<file path="src/rtl/wb_pkg.sv">
// ==========================================================================
// wb_pkg : write-back stage constants (source selects, load funct3 codes)
// Rev 1.0
// ==========================================================================
`default_nettype none

package wb_pkg;

   localparam int XLEN_DEFAULT = 32;
   localparam int RA_W_DEFAULT = 5;

   localparam int WBSEL_MEM = 0;
   localparam int WBSEL_ALU = 1;
   localparam int WBSEL_NPC = 2;
   localparam int WBSEL_CSR = 3;

   typedef logic [2:0] funct3_t;

   localparam funct3_t LD_LB  = 3'b000;
   localparam funct3_t LD_LH  = 3'b001;
   localparam funct3_t LD_LW  = 3'b010;
   localparam funct3_t LD_LBU = 3'b100;
   localparam funct3_t LD_LHU = 3'b101;

endpackage

`default_nettype wire

</file>
<file path="src/rtl/wb_stage_pipe_if.sv">
// ==========================================================================
// wb_stage_pipe_if : MEM-side handshake plus register-file write/forward port
// Rev 1.0
// ==========================================================================
`default_nettype none

interface wb_stage_pipe_if #(
   parameter int XLEN    = 32,
   parameter int NUM_SRC = 4,
   parameter int SEL_W   = 2,
   parameter int RA_W    = 5,
   parameter int CNT_W   = 32
);
   logic                    in_valid;
   logic                    in_ready;
   logic [SEL_W-1:0]        in_wbsel;
   logic [NUM_SRC*XLEN-1:0] in_src;
   logic [2:0]              in_funct3;
   logic [1:0]              in_byte_off;
   logic [RA_W-1:0]         in_rd;
   logic                    in_reg_wen;
   logic                    flush;
   logic                    rf_stall;
   logic                    rf_wen;
   logic [RA_W-1:0]         rf_waddr;
   logic [XLEN-1:0]         rf_wdata;
   logic                    fwd_valid;
   logic [RA_W-1:0]         fwd_rd;
   logic [XLEN-1:0]         fwd_data;
   logic                    sel_err;
   logic [CNT_W-1:0]        commit_cnt;

   modport master (
      output in_valid, in_wbsel, in_src, in_funct3, in_byte_off, in_rd, in_reg_wen,
             flush, rf_stall,
      input  in_ready, rf_wen, rf_waddr, rf_wdata, fwd_valid, fwd_rd, fwd_data,
             sel_err, commit_cnt
   );

   modport slave (
      input  in_valid, in_wbsel, in_src, in_funct3, in_byte_off, in_rd, in_reg_wen,
             flush, rf_stall,
      output in_ready, rf_wen, rf_waddr, rf_wdata, fwd_valid, fwd_rd, fwd_data,
             sel_err, commit_cnt
   );
endinterface

`default_nettype wire

</file>
<file path="src/rtl/wb_load_align.sv">
// ==========================================================================
// wb_load_align : picks the addressed byte/half of a load word and extends it
// Rev 1.0
// ==========================================================================
`default_nettype none

module wb_load_align
   import wb_pkg::*;
#(
   parameter int XLEN = XLEN_DEFAULT
) (
   input  funct3_t         funct3_i,
   input  logic [1:0]      byte_off_i,
   input  logic [XLEN-1:0] word_i,
   output logic [XLEN-1:0] data_o
);

   logic [7:0]  byte_sel;
   logic [15:0] half_sel;

   assign byte_sel = word_i[{byte_off_i, 3'b000} +: 8];
   // Halfword lane only follows off[1]; misaligned off[0] is ignored.
   assign half_sel = byte_off_i[1] ? word_i[31:16] : word_i[15:0];

   always_comb begin
      data_o = word_i;
      case (funct3_i)
         LD_LB:   data_o = {{(XLEN-8){byte_sel[7]}}, byte_sel};
         LD_LH:   data_o = {{(XLEN-16){half_sel[15]}}, half_sel};
         LD_LW:   data_o = word_i;
         LD_LBU:  data_o = {{(XLEN-8){1'b0}}, byte_sel};
         LD_LHU:  data_o = {{(XLEN-16){1'b0}}, half_sel};
         default: data_o = word_i;
      endcase
   end

endmodule

`default_nettype wire

</file>
<file path="src/rtl/wb_stage_pipe.sv">
// ==========================================================================
// wb_stage_pipe : two-stage write-back (raw capture, then selected result)
// Rev 1.0
// ==========================================================================
`default_nettype none

module wb_stage_pipe
   import wb_pkg::*;
#(
   parameter int XLEN    = XLEN_DEFAULT,
   parameter int NUM_SRC = 4,
   parameter int SEL_W   = 2,
   parameter int RA_W    = RA_W_DEFAULT,
   parameter int CNT_W   = 32
) (
   input  logic              clk,
   input  logic              rst,
   wb_stage_pipe_if.slave    bus
);

   logic                    s1_valid_q, s1_valid_d;
   logic [SEL_W-1:0]        s1_wbsel_q, s1_wbsel_d;
   logic [NUM_SRC*XLEN-1:0] s1_src_q, s1_src_d;
   funct3_t                 s1_funct3_q, s1_funct3_d;
   logic [1:0]              s1_off_q, s1_off_d;
   logic [RA_W-1:0]         s1_rd_q, s1_rd_d;
   logic                    s1_wen_q, s1_wen_d;

   logic                    s2_valid_q, s2_valid_d;
   logic                    s2_wen_q, s2_wen_d;
   logic [RA_W-1:0]         s2_rd_q, s2_rd_d;
   logic [XLEN-1:0]         s2_data_q, s2_data_d;
   logic                    sel_err_q, sel_err_d;
   logic [CNT_W-1:0]        cnt_q, cnt_d;

   logic                    s2_ready, s1_ready, accept, s1_adv, sel_ok, rf_wen;
   logic [XLEN-1:0]         load_data, sel_data;

   assign s2_ready = !s2_valid_q || !bus.rf_stall;
   assign s1_ready = !s1_valid_q || s2_ready;
   assign accept   = bus.in_valid && s1_ready;
   // A flushed S1 entry must not slip into S2 on the same edge.
   assign s1_adv   = s1_valid_q && s2_ready && !bus.flush;
   assign sel_ok   = int'(s1_wbsel_q) < NUM_SRC;
   assign rf_wen   = s2_valid_q && s2_wen_q && (s2_rd_q != '0) && !bus.rf_stall;

   wb_load_align #(.XLEN(XLEN)) u_load_align (
      .funct3_i   (s1_funct3_q),
      .byte_off_i (s1_off_q),
      .word_i     (s1_src_q[WBSEL_MEM*XLEN +: XLEN]),
      .data_o     (load_data)
   );

   always_comb begin
      sel_data = '0;
      if (sel_ok) begin
         if (int'(s1_wbsel_q) == WBSEL_MEM) sel_data = load_data;
         for (int k = 1; k < NUM_SRC; k++) begin
            if (int'(s1_wbsel_q) == k) sel_data = s1_src_q[k*XLEN +: XLEN];
         end
      end
   end

   always_comb begin
      s1_valid_d  = s1_valid_q;
      s1_wbsel_d  = s1_wbsel_q;
      s1_src_d    = s1_src_q;
      s1_funct3_d = s1_funct3_q;
      s1_off_d    = s1_off_q;
      s1_rd_d     = s1_rd_q;
      s1_wen_d    = s1_wen_q;
      s2_valid_d  = s2_valid_q;
      s2_wen_d    = s2_wen_q;
      s2_rd_d     = s2_rd_q;
      s2_data_d   = s2_data_q;
      sel_err_d   = s1_adv && !sel_ok;
      cnt_d       = cnt_q + CNT_W'(rf_wen);

      if (accept) begin
         s1_wbsel_d  = bus.in_wbsel;
         s1_src_d    = bus.in_src;
         s1_funct3_d = bus.in_funct3;
         s1_off_d    = bus.in_byte_off;
         s1_rd_d     = bus.in_rd;
         s1_wen_d    = bus.in_reg_wen;
      end
      if (bus.flush)    s1_valid_d = 1'b0;
      else if (accept)  s1_valid_d = 1'b1;
      else if (s1_adv)  s1_valid_d = 1'b0;

      if (s1_adv) begin
         s2_valid_d = 1'b1;
         s2_wen_d   = s1_wen_q && sel_ok;
         s2_rd_d    = s1_rd_q;
         s2_data_d  = sel_data;
      end else if (!bus.rf_stall) begin
         s2_valid_d = 1'b0;
      end
   end

   always_ff @(posedge clk or posedge rst) begin
      if (rst) begin
         s1_valid_q  <= 1'b0;
         s1_wbsel_q  <= '0;
         s1_src_q    <= '0;
         s1_funct3_q <= '0;
         s1_off_q    <= '0;
         s1_rd_q     <= '0;
         s1_wen_q    <= 1'b0;
         s2_valid_q  <= 1'b0;
         s2_wen_q    <= 1'b0;
         s2_rd_q     <= '0;
         s2_data_q   <= '0;
         sel_err_q   <= 1'b0;
         cnt_q       <= '0;
      end else begin
         s1_valid_q  <= s1_valid_d;
         s1_wbsel_q  <= s1_wbsel_d;
         s1_src_q    <= s1_src_d;
         s1_funct3_q <= s1_funct3_d;
         s1_off_q    <= s1_off_d;
         s1_rd_q     <= s1_rd_d;
         s1_wen_q    <= s1_wen_d;
         s2_valid_q  <= s2_valid_d;
         s2_wen_q    <= s2_wen_d;
         s2_rd_q     <= s2_rd_d;
         s2_data_q   <= s2_data_d;
         sel_err_q   <= sel_err_d;
         cnt_q       <= cnt_d;
      end
   end

   assign bus.in_ready   = s1_ready;
   assign bus.rf_wen     = rf_wen;
   assign bus.rf_waddr   = s2_rd_q;
   assign bus.rf_wdata   = s2_data_q;
   assign bus.fwd_valid  = s2_valid_q && s2_wen_q && (s2_rd_q != '0);
   assign bus.fwd_rd     = s2_rd_q;
   assign bus.fwd_data   = s2_data_q;
   assign bus.sel_err    = sel_err_q;
   assign bus.commit_cnt = cnt_q;

endmodule

`default_nettype wire

</file>
<file path="src/flat_wrapper.sv">
// flat-port wrapper written by rule: the top's interface ports become plain ports
module wb_stage_pipe_flat import wb_pkg::*;
#(
   parameter int XLEN    = XLEN_DEFAULT,
   parameter int NUM_SRC = 4,
   parameter int SEL_W   = 2,
   parameter int RA_W    = RA_W_DEFAULT,
   parameter int CNT_W   = 32
)
  (clk, rst, bus_in_valid, bus_in_wbsel, bus_in_src, bus_in_funct3, bus_in_byte_off, bus_in_rd, bus_in_reg_wen, bus_flush, bus_rf_stall, bus_in_ready, bus_rf_wen, bus_rf_waddr, bus_rf_wdata, bus_fwd_valid, bus_fwd_rd, bus_fwd_data, bus_sel_err, bus_commit_cnt);
  wb_stage_pipe_if #(.XLEN(XLEN), .NUM_SRC(NUM_SRC), .SEL_W(SEL_W), .RA_W(RA_W), .CNT_W(CNT_W)) bus_i ();
  input  logic clk;
  input  logic rst;
  input wire logic [$bits(bus_i.in_valid)-1:0] bus_in_valid;
  input wire logic [$bits(bus_i.in_wbsel)-1:0] bus_in_wbsel;
  input wire logic [$bits(bus_i.in_src)-1:0] bus_in_src;
  input wire logic [$bits(bus_i.in_funct3)-1:0] bus_in_funct3;
  input wire logic [$bits(bus_i.in_byte_off)-1:0] bus_in_byte_off;
  input wire logic [$bits(bus_i.in_rd)-1:0] bus_in_rd;
  input wire logic [$bits(bus_i.in_reg_wen)-1:0] bus_in_reg_wen;
  input wire logic [$bits(bus_i.flush)-1:0] bus_flush;
  input wire logic [$bits(bus_i.rf_stall)-1:0] bus_rf_stall;
  output wire logic [$bits(bus_i.in_ready)-1:0] bus_in_ready;
  output wire logic [$bits(bus_i.rf_wen)-1:0] bus_rf_wen;
  output wire logic [$bits(bus_i.rf_waddr)-1:0] bus_rf_waddr;
  output wire logic [$bits(bus_i.rf_wdata)-1:0] bus_rf_wdata;
  output wire logic [$bits(bus_i.fwd_valid)-1:0] bus_fwd_valid;
  output wire logic [$bits(bus_i.fwd_rd)-1:0] bus_fwd_rd;
  output wire logic [$bits(bus_i.fwd_data)-1:0] bus_fwd_data;
  output wire logic [$bits(bus_i.sel_err)-1:0] bus_sel_err;
  output wire logic [$bits(bus_i.commit_cnt)-1:0] bus_commit_cnt;
  assign bus_i.in_valid = bus_in_valid;
  assign bus_i.in_wbsel = bus_in_wbsel;
  assign bus_i.in_src = bus_in_src;
  assign bus_i.in_funct3 = bus_in_funct3;
  assign bus_i.in_byte_off = bus_in_byte_off;
  assign bus_i.in_rd = bus_in_rd;
  assign bus_i.in_reg_wen = bus_in_reg_wen;
  assign bus_i.flush = bus_flush;
  assign bus_i.rf_stall = bus_rf_stall;
  assign bus_in_ready = bus_i.in_ready;
  assign bus_rf_wen = bus_i.rf_wen;
  assign bus_rf_waddr = bus_i.rf_waddr;
  assign bus_rf_wdata = bus_i.rf_wdata;
  assign bus_fwd_valid = bus_i.fwd_valid;
  assign bus_fwd_rd = bus_i.fwd_rd;
  assign bus_fwd_data = bus_i.fwd_data;
  assign bus_sel_err = bus_i.sel_err;
  assign bus_commit_cnt = bus_i.commit_cnt;
  wb_stage_pipe #(.XLEN(XLEN), .NUM_SRC(NUM_SRC), .SEL_W(SEL_W), .RA_W(RA_W), .CNT_W(CNT_W)) u_core (.clk(clk), .rst(rst), .bus(bus_i));
endmodule
</file>
<file path="config.mk">
export PLATFORM = sky130hd
export DESIGN_NAME = wb_stage_pipe_flat
export DESIGN_NICKNAME = d
export VERILOG_FILES = /design/src/rtl/wb_pkg.sv /design/src/rtl/wb_stage_pipe_if.sv /design/src/rtl/wb_load_align.sv /design/src/rtl/wb_stage_pipe.sv /design/src/flat_wrapper.sv
export SDC_FILE = /design/constraint.sdc
export NUM_CORES = 1
export LEC_CHECK = 0
export CAP_MARGIN = 20
export CORE_MARGIN = 10
export CORE_UTILIZATION = 50
export CTS_CLUSTER_DIAMETER = 120
export DETAILED_ROUTE_END_ITERATION = 8
export HOLD_SLACK_MARGIN = 0.05
export PLACE_DENSITY = 0.91
export SETUP_SLACK_MARGIN = 0.1
export SYNTH_ARGS = -nofsm -noshare
export SYNTH_HDL_FRONTEND = slang
export SYNTH_HIERARCHICAL = 1
export SYNTH_SLANG_ARGS = --single-unit
</file>
<file path="constraint.sdc">
create_clock -name clk -period 8.5 [get_ports clk]
set_input_delay 2.125 -clock clk [delete_from_list [all_inputs] [get_ports clk]]
set_output_delay 2.125 -clock clk [all_outputs]
set_load 0.01 [all_outputs]
</file>
==> results of run 1 <==
-- kinds of logic after synthesis --
logic type                 after synthesis  synth area share (%)
other                                    1               0.03742
buffers and inverters                   85                 5.743
DFF                                    213                 53.18
and+or+nand+nor                        121                 7.004
xor gates and xnor gates                30                 2.622
AOI/OAI and AO/OA                       30                 2.110
muxes                                  227                 29.05
adders and majority gates                2                0.2496
-- registers in the layout, summed over array words and instances, names as in the netlist --
register	count
u_core/bus.fwd_rd	5
u_core/s1_funct3_q	3
u_core/s2_valid_q	1
u_core/s1_src_q	128
u_core/s1_rd_q	5
u_core/s1_off_q	2
u_core/s1_wen_q	1
u_core/bus.commit_cnt	32
u_core/s2_wen_q	1
u_core/s1_wbsel_q	2
u_core/bus.fwd_data	32
u_core/s1_valid_q	1
-- cell usage after synthesis (all sizes together), types with 2 or more instances --
library cell	instances	area, µm²
clkbuf	6	22.52
dfrtp	213	5330
a21oi	9	45.04
o211ai	5	37.54
o21ai	3	15.01
nand3b	10	75.07
o22a	8	70.07
ha	2	25.02
nand2b	2	12.51
nand3	33	170.2
buf	72	526.8
nor4	3	63.81
inv	7	26.28
mux2	181	2038
mux2i	13	130.1
mux4	33	743.2
nor2b	8	50.05
nand2	36	135.1
and2	3	18.77
nor2	6	22.52
nor3	3	20.02
xor2	3	26.28
and4	2	18.77
nand4	13	102.6
xnor2	27	236.5
-- worst paths after layout --
kind                                            from                        end  slack (ns)  depth (start not counted)
max                                     bus_rf_stall                 bus_rf_wen        3.02                          3
min                        u_core/bus.commit_cnt[31]  u_core/bus.commit_cnt[31]        0.49                          1
max reg2reg                    u_core/s1_funct3_q[1]    u_core/bus.fwd_data[23]        5.53                          6
min reg2reg                u_core/bus.commit_cnt[31]  u_core/bus.commit_cnt[31]        0.49                          1
max in group asynchronous                        rst    u_core/bus.fwd_data[18]        4.75                          3
min in group asynchronous                        rst       u_core/bus.fwd_rd[4]        2.22                          2
-- where the power goes --
part,total (mW),internal [mW],leakage (nW),switching (mW)
logic,0.813,0.516,2.54,0.296
clock network,1.01,0.619,0.380,0.395
registers,1.31,1.17,2.57,0.141
total,3.14,2.30,5.49,0.832
-- routing by layer --
metal	wire (µm)	global-route usage, %	up-vias
met3	2087	6.279	32
li1	-	-	2932
met2	13600	35.28	243
met4	436	3.681	4
met1	10290	23.39	3330
met5	23	0	-
-- cell type report --
type	count	area [µm²]	area share, %
sequential	213	5333	40.38
multi-input combinational	411	4124	31.23
timing repair buffer	260	2608	19.74
clock buffer	35	690.7	5.230
tap	265	331.6	2.511
clock inverter	6	86.33	0.6537
inverter	7	33.78	0.2558
-- critical path: cells and delay by family --
family	cells	cell delay [ns]
buffers and inverters	2	1.03
and+or+nand+nor	1	0.20
==> flow_metrics.py, run 1 <==
metrics = {
    "status": {
        "status": "finished clean",
    },
    "floorplan": {
        "die_area_mm2": 0.02611,
        "die_x_um": 161.6,
        "core_mm2": 0.01959,
        "die_h_um": 161.6,
        "io_pins": 256,
        "start_util_pct": 51.16,
        "num_rows": 51,
    },
    "job": {
        "max_cap_violations": 0,
    },
    "routing": {
        "vias": 6541,
        "finalWirelength_mm": 26.45,
        "ant_nets": 0,
        "drc_errors": 0,
        "first_pass_iters": 5,
        "wl_per_cell_um": 22.09,
        "drt_iter0_drc": 378,
        "vias_per_cell": 5.464,
    },
    "sta": {
        "worst_pin_slew_ns": 0.9736,
        "setup_viol": 0,
        "slew_viol_final": 0,
        "max_freq_mhz": 182.4,
        "layout_setup_ws_ns": 3.016,
        "min_period_ns": 5.484,
        "final.setup_skew_ns": 0.02834,
        "hold_viol_final": 0,
        "period_share_pct": 64.51,
        "final.setup.tns_ns": 0,
        "rsz0062_at_grt": "false",
        "whs_ns": 0.4890,
        "slew_headroom_pct": 35.09,
    },
    "setup_path": {
        "cp_data_arrival_time_ns": 3.36,
        "cp_data_required_time_ns": 6.38,
        "critPathLaunchType": "input pin",
        "cp_cell_sequence": "clkdlybuf4s50_1 -> nor2b_1 -> clkdlybuf4s50_1",
        "crit_path_frequent_cell": "clkdlybuf4s50_1",
        "slowest_stage": "clkdlybuf4s50_1",
        "critPathMaxFanout": 3,
        "worstSetupPathType": "in -> out",
        "cp-end-kind": "primary output",
        "critical-path-max-stage-delay_ns": 0.57,
    },
    "cts": {
        "cts_buffer_depth": 3,
        "cts_buffers": 23,
        "tritoncts": "done",
        "ctsHoldBuffers": 0,
        "worstSkewPairLatency_ns": 0.52,
        "cts_root_buf": "clkbuf_16",
        "post_cts_buffers": 0,
        "cts_resized": 0,
        "htree_levels": 1,
        "clk_pin_slew_ns": 0.06,
        "cts.sinks": 213,
    },
    "global_routing": {
        "grt_max_degree": 146,
        "antenna_found_initial": 3,
        "grt_overflow": 0,
        "grt_pass1_wl_mm": 41.46,
        "grt_usage_pct": 19.92,
        "grt_pass1_vias": 7208,
    },
    "finish": {
        "finalNetCount": 1064,
        "final_core_util_pct": 67.41,
        "final_cell_mix": "clkdlybuf4s50_1, dfrtp_1, mux2_2",
        "final_area_mm2": 0.01321,
        "antenna_cells": 0,
        "layout-drive-gt1-share_pct": 28.76,
        "syn2layout_area_growth_pct": 31.77,
        "final_common_cell": "clkdlybuf4s50_1",
        "fillers": 1387,
        "stdcell_count": 1197,
    },
    "synthesis": {
        "ys.warnings.count": 6,
        "ys_seq_elements": 213,
        "synth-async-reset-ratio_pct": 100.0,
        "synth_nets": 857,
        "synth.distinct_cells": 41,
        "synth.avg_cell_area_um2": 14.14,
        "synth_ff_type": "dfrtp_1",
        "synth_area_mm2": 0.01002,
        "synth_cells": 709,
        "ys_seq_area_share_pct": 53.18,
        "synth-edff-count": 0,
    },
    "place": {
        "gp_congestion": 0.8794,
        "port_buffers": 254,
        "hpwl_mm": 19.23,
        "pre_cts_slack_ns": 3.001,
        "dpl_cell_area_mm2": 0.01240,
        "dp.cells": 1155,
    },
    "power_and_ir_drop": {
        "power_leakage_nw": 5.486,
        "peakVddDrop_mv": 0.1721,
        "power_mw": 3.136,
        "power-per-cell-area_mw_per_mm2": 237.5,
    },
    "min_path": {
        "hp-class": "reg -> reg",
    },
}
Power figures use the tool's default switching activity.
==> run 2, diff against run 1 <==
==> constraint.sdc (replaced) <==
create_clock -name clk -period 5.3 [get_ports clk]
set_input_delay 1.325 -clock clk [delete_from_list [all_inputs] [get_ports clk]]
set_output_delay 1.325 -clock clk [all_outputs]
set_load 0.01 [all_outputs]
==> flow_metrics.py, run 2 (same netlist as run 1, synthesis figures left out) <==
metrics = {
    "setup_path": {
        "cp_data_required_time_ns": 3.97,
        "critPathMaxFanout": 3,
        "r2r_start": "u_core/s1_off_q[1]",
        "cp_data_arrival_time_ns": 2.53,
        "rr_worst_depth": 5,
        "cp-end-kind": "primary output",
        "worstSetupPathType": "in -> out",
        "critPathLaunchType": "input pin",
        "r2r_slack_ns": 2.30,
        "r2r_end": "u_core/bus.fwd_data[22]",
    },
    "place": {
        "pre_cts_slack_ns": 1.461,
        "gp_congestion": 0.8432,
        "hpwl_mm": 19.74,
        "dp.cells": 1159,
        "port_buffers": 254,
    },
    "finish": {
        "layout-drive-gt1-share_pct": 28.77,
        "stdcell_count": 1203,
        "final_cell_mix": "clkdlybuf4s50_1, dfrtp_1, mux2_2",
        "largest-register": "u_core/s1_src_q",
        "finalNetCount": 1069,
        "fillers": 1376,
        "largest_register_ffs": 128,
        "final_common_cell": "clkdlybuf4s50_1",
        "syn2layout_area_growth_pct": 31.85,
    },
    "cts": {
        "worstSkewPairLatency_ns": 0.51,
        "post_cts_buffers": 0,
        "cts_resized": 0,
        "cts_buffer_depth": 3,
        "clk_pin_slew_ns": 0.06,
        "cts_root_buf": "clkbuf_16",
        "tritoncts": "done",
        "ctsHoldBuffers": 0,
        "cts.sinks": 213,
        "htree_levels": 1,
        "cts_buffers": 23,
    },
    "sta": {
        "slew_viol_final": 0,
        "hold_viol_final": 0,
        "final.setup.tns_ns": 0,
        "rsz0062_at_grt": "false",
        "max_freq_mhz": 259.2,
        "period_share_pct": 72.78,
        "layout_setup_ws_ns": 1.442,
        "min_period_ns": 3.858,
        "worst_pin_slew_ns": 0.9768,
        "slew_headroom_pct": 34.88,
        "whs_ns": 0.4804,
        "final.setup_skew_ns": 0.02333,
        "setup_viol": 0,
    },
    "global_routing": {
        "grt_max_degree": 88,
        "grt_pass1_wl_mm": 41.68,
        "antenna_found_initial": 2,
        "grt_overflow": 0,
        "grt_pass1_vias": 7300,
        "grt_usage_pct": 19.93,
    },
    "power_and_ir_drop": {
        "switchingPower_mw": 1.331,
        "peakVddDrop_mv": 0.2840,
        "p_comb_share_pct": 26.8,
        "intPower_mw": 3.589,
        "swShare_pct": 27.05,
        "power_leakage_nw": 5.480,
        "seq_power_share_pct": 42.8,
        "clockPowerShare_pct": 30.5,
        "power-per-cell-area_mw_per_mm2": 372.3,
    },
    "floorplan": {
        "die_area_mm2": 0.02611,
        "io_pins": 256,
        "die_h_um": 161.6,
        "core_mm2": 0.01959,
        "start_util_pct": 51.16,
        "num_rows": 51,
        "die_x_um": 161.6,
    },
    "min_path": {
        "holdPathEnd": "u_core/bus.commit_cnt[31]",
        "hp-class": "reg -> reg",
        "min_from": "u_core/bus.commit_cnt[31]",
        "hold_path_depth": 1,
    },
    "routing": {
        "finalWirelength_mm": 26.68,
        "drc_errors": 0,
        "wl_per_cell_um": 22.18,
        "drt_iter0_drc": 383,
        "vias": 6625,
        "first_pass_iters": 5,
        "vias_per_cell": 5.507,
        "ant_nets": 0,
    },
    "job": {
        "max_cap_violations": 0,
    },
    "status": {
        "status": "finished clean",
    },
}
-- run 2: how the worst max path moves through the flow --
stage	from	endpoint	slack (ns)	cells past startpoint
4_1_cts	bus_rf_stall	bus_in_ready	1.45	3
6_report	bus_rf_stall	bus_in_ready	1.44	3
2_1_floorplan	rst	u_core/bus.commit_cnt[0]	1.20	1
3_5_place_dp	bus_rf_stall	bus_in_ready	1.46	3
5_1_grt	bus_rf_stall	bus_in_ready	1.41	3
3_3_place_gp	bus_rf_stall	bus_in_ready	1.48	3
-- run 2: per-stage QoR --
step / total power, mW / area, µm² / util (%)
floorplan: 2.838 / 10030 / -
global placement: 3.406 / 12470 / 63.63
detailed placement: 3.461 / 12470 / 63.63
CTS: 4.980 / 13170 / 67.24
global route: 5.144 / 13210 / 67.44
finish: 4.919 / 13210 / 67.45
-- run 2: routing by layer --
layer / GRT usage, % / up-vias / share of wire, %
met5: 0 / - / 0
met4: 4.839 / 0 / 2.2
met3: 6.762 / 43 / 9.0
met2: 35.28 / 263 / 51
met1: 22.64 / 3375 / 38
li1: - / 2944 / -
-- run 2: critical path: stages --
cell and delay (ns):
clkdlybuf4s50_1 0.45, nand3_1 0.17, clkdlybuf4s50_1 0.58
-- run 2: power groups by stage --
stage	Combinational, mW	Clock (mW)	Sequential (mW)
6_report	1.32	1.50	2.10
5_1_grt	1.40	1.61	2.14
4_1_cts	1.34	1.54	2.10
3_5_place_dp	1.33	0	2.13
3_3_place_gp	1.29	0	2.11
2_1_floorplan	0.747	0	2.09
-- run 2: final cells by class --
type	count	area, µm²	area share [%]
repair buffers	265	2683	20.30
multi-input cells	411	4124	31.21
inverters	7	30.03	0.2273
flip-flops and latches	213	5333	40.36
well taps	265	331.6	2.509
clock inverters	3	21.27	0.1610
diodes	3	7.507	0.05681
clock buffers	36	684.4	5.179
==> run 3, diff against run 2 <==
==> constraint.sdc (replaced) <==
create_clock -name clk -period 4 [get_ports clk]
set_input_delay 1 -clock clk [delete_from_list [all_inputs] [get_ports clk]]
set_output_delay 1 -clock clk [all_outputs]
set_load 0.01 [all_outputs]
==> flow_metrics.py, run 3 (same netlist as run 1, synthesis figures left out) <==
metrics = {
    "status": {
        "status": "finished clean",
    },
    "setup_path": {
        "cp_data_arrival_time_ns": 2.31,
        "rr_worst_depth": 5,
        "critPathMaxFanout": 4,
        "r2r_end": "u_core/bus.fwd_data[8]",
        "cp_data_required_time_ns": 3.00,
        "critPathLaunchType": "flop",
        "cp-end-kind": "primary output",
        "r2r_slack_ns": 1.03,
        "worstSetupPathType": "reg -> out",
        "r2r_start": "u_core/s1_off_q[1]",
        "endpoint": "bus_rf_wen",
        "crit_start": "u_core/bus.fwd_rd[3]",
    },
    "finish": {
        "syn2layout_area_growth_pct": 33.47,
        "final_cell_mix": "clkdlybuf4s50_1, dfrtp_1, mux2_2",
        "fillers": 1388,
        "finalNetCount": 1072,
        "layout-drive-gt1-share_pct": 29.47,
        "multiInputGateArea_mm2": 0.004124,
        "regArea_mm2": 0.005333,
        "final_area_mm2": 0.01338,
        "largest-register": "u_core/s1_src_q",
        "largest_register_ffs": 128,
        "final_common_cell": "clkdlybuf4s50_1",
    },
    "place": {
        "gp_congestion": 0.8782,
        "dpl_cell_area_mm2": 0.01253,
        "port_buffers": 254,
        "hpwl_mm": 19.91,
    },
    "global_routing": {
        "grt_pass1_wl_mm": 42.80,
        "grt_max_degree": 101,
        "grt_pass1_vias": 7357,
        "antenna_found_initial": 3,
        "grt_overflow": 0,
        "grt_usage_pct": 20.43,
    },
    "floorplan": {
        "core_mm2": 0.01959,
        "io_pins": 256,
        "start_util_pct": 51.16,
        "die_x_um": 161.6,
        "num_rows": 51,
        "die_area_mm2": 0.02611,
        "die_h_um": 161.6,
    },
    "routing": {
        "drc_errors": 0,
        "first_pass_iters": 5,
        "vias": 6620,
        "drt_iter0_drc": 385,
        "vias_per_cell": 5.480,
        "ant_nets": 0,
        "wl_per_cell_um": 22.39,
        "finalWirelength_mm": 27.05,
    },
    "cts": {
        "clk_pin_slew_ns": 0.06,
        "worstSkewPairLatency_ns": 0.50,
        "cts.sinks": 213,
        "post_cts_buffers": 0,
        "cts_buffer_depth": 3,
        "ctsHoldBuffers": 0,
        "cts_buffers": 23,
        "cts_root_buf": "clkbuf_16",
        "tritoncts": "done",
        "cts_resized": 0,
        "htree_levels": 1,
    },
    "sta": {
        "final.setup_skew_ns": 0.01331,
        "period_share_pct": 82.80,
        "final.setup.tns_ns": 0,
        "slew_viol_final": 0,
        "setup_viol": 0,
        "slew_headroom_pct": 37.87,
        "hold_viol_final": 0,
        "rsz0062_at_grt": "false",
        "min_period_ns": 3.312,
        "worst_pin_slew_ns": 0.9320,
        "max_freq_mhz": 301.9,
    },
    "power_and_ir_drop": {
        "power-per-cell-area_mw_per_mm2": 512.2,
        "intPower_mw": 5.078,
        "seq_power_share_pct": 40.8,
        "swShare_pct": 25.89,
        "power_leakage_nw": 5.563,
        "clockPowerShare_pct": 33.8,
        "power_mw": 6.851,
        "switchingPower_mw": 1.774,
        "p_comb_share_pct": 25.4,
        "peakVddDrop_mv": 0.3498,
    },
    "min_path": {
        "hp-class": "reg -> reg",
    },
    "job": {
        "max_cap_violations": 0,
    },
}
==> run 3: cell types whose count changed in the layout (fill, tap and decap cells not counted) <==
cell,delta
bufinv_16,+5
clkbuf_1,-3
buf_8,-1
buf_4,+3
inv_6,-1
clkinv_2,+1
buf_12,+1
==> run 3: worst max-delay path: stages, from the launching register on <==
cell and delay, ns:
dfrtp_1 0.41, or3_1 0.42, o311a_1 0.35, nor2b_1 0.16
clkdlybuf4s50_1 0.48
==> run 3: final cells by class <==
class / count / share of cell area, %
Tap cell: 265 / 2.479
Clock inverter: 8 / 1.253
Sequential cell: 213 / 39.87
Timing Repair Buffer: 268 / 20.26
Inverter: 7 / 0.2245
Antenna cell: 3 / 0.05612
Clock buffer: 33 / 5.032
Multi-Input combinational cell: 411 / 30.83
==> run 3: worst min path at each step <==
| stage | start | endpoint | slack, ns | cells past startpoint |
|---|---|---|---|---|
| 2_1_floorplan | u_core/s1_src_q[1] | u_core/s1_src_q[1] | 0.47 | 1 |
| 3_3_place_gp | u_core/bus.commit_cnt[31] | u_core/bus.commit_cnt[31] | 0.47 | 1 |
| 3_5_place_dp | u_core/bus.commit_cnt[31] | u_core/bus.commit_cnt[31] | 0.47 | 1 |
| 4_1_cts | u_core/bus.commit_cnt[31] | u_core/bus.commit_cnt[31] | 0.47 | 1 |
| 5_1_grt | u_core/s1_src_q[42] | u_core/s1_src_q[42] | 0.51 | 1 |
| 6_report | u_core/bus.commit_cnt[31] | u_core/bus.commit_cnt[31] | 0.47 | 1 |
==> run 3: power groups by stage <==
| stage | Combinational [mW] | Sequential (mW) | Clock (mW) |
|---|---|---|---|
| after global placement | 1.71 | 2.81 | 0 |
| final | 1.74 | 2.80 | 2.32 |
| after floorplan | 0.990 | 2.77 | 0 |
| after CTS | 1.77 | 2.80 | 2.36 |
| after global routing | 1.86 | 2.84 | 2.45 |
| after detailed placement | 1.75 | 2.83 | 0 |
==> run 3: metrics by stage <==
| step | util [%] | hold WS, ns | setup slack [ns] | std cells |
|---|---|---|---|---|
| 5_1_grt | 68.28 | 0.5108 | 0.5999 | 1208 |
| 3_5_place_dp | 63.95 | 0.4657 | 0.8102 | 1164 |
| 6_report | 68.28 | 0.4720 | 0.6878 | 1208 |
| 3_3_place_gp | 63.95 | 0.4651 | 0.8262 | 1164 |
| 2_1_floorplan | - | 0.4729 | 0.2298 | 709 |
| 4_1_cts | 68.24 | 0.4730 | 0.6745 | 1205 |
==> run 3: routing by layer <==
layer  share of wire (%)  GRT usage [%]  vias to the layer above  wire [µm]
met1                  38          23.51                     3381      10250
li1                    -              -                     2954          -
met2                  51          35.77                      250      13900
met3                 8.8          6.762                       35       2376
met5                   0              0                        -          0
met4                 1.9          5.335                        0        524
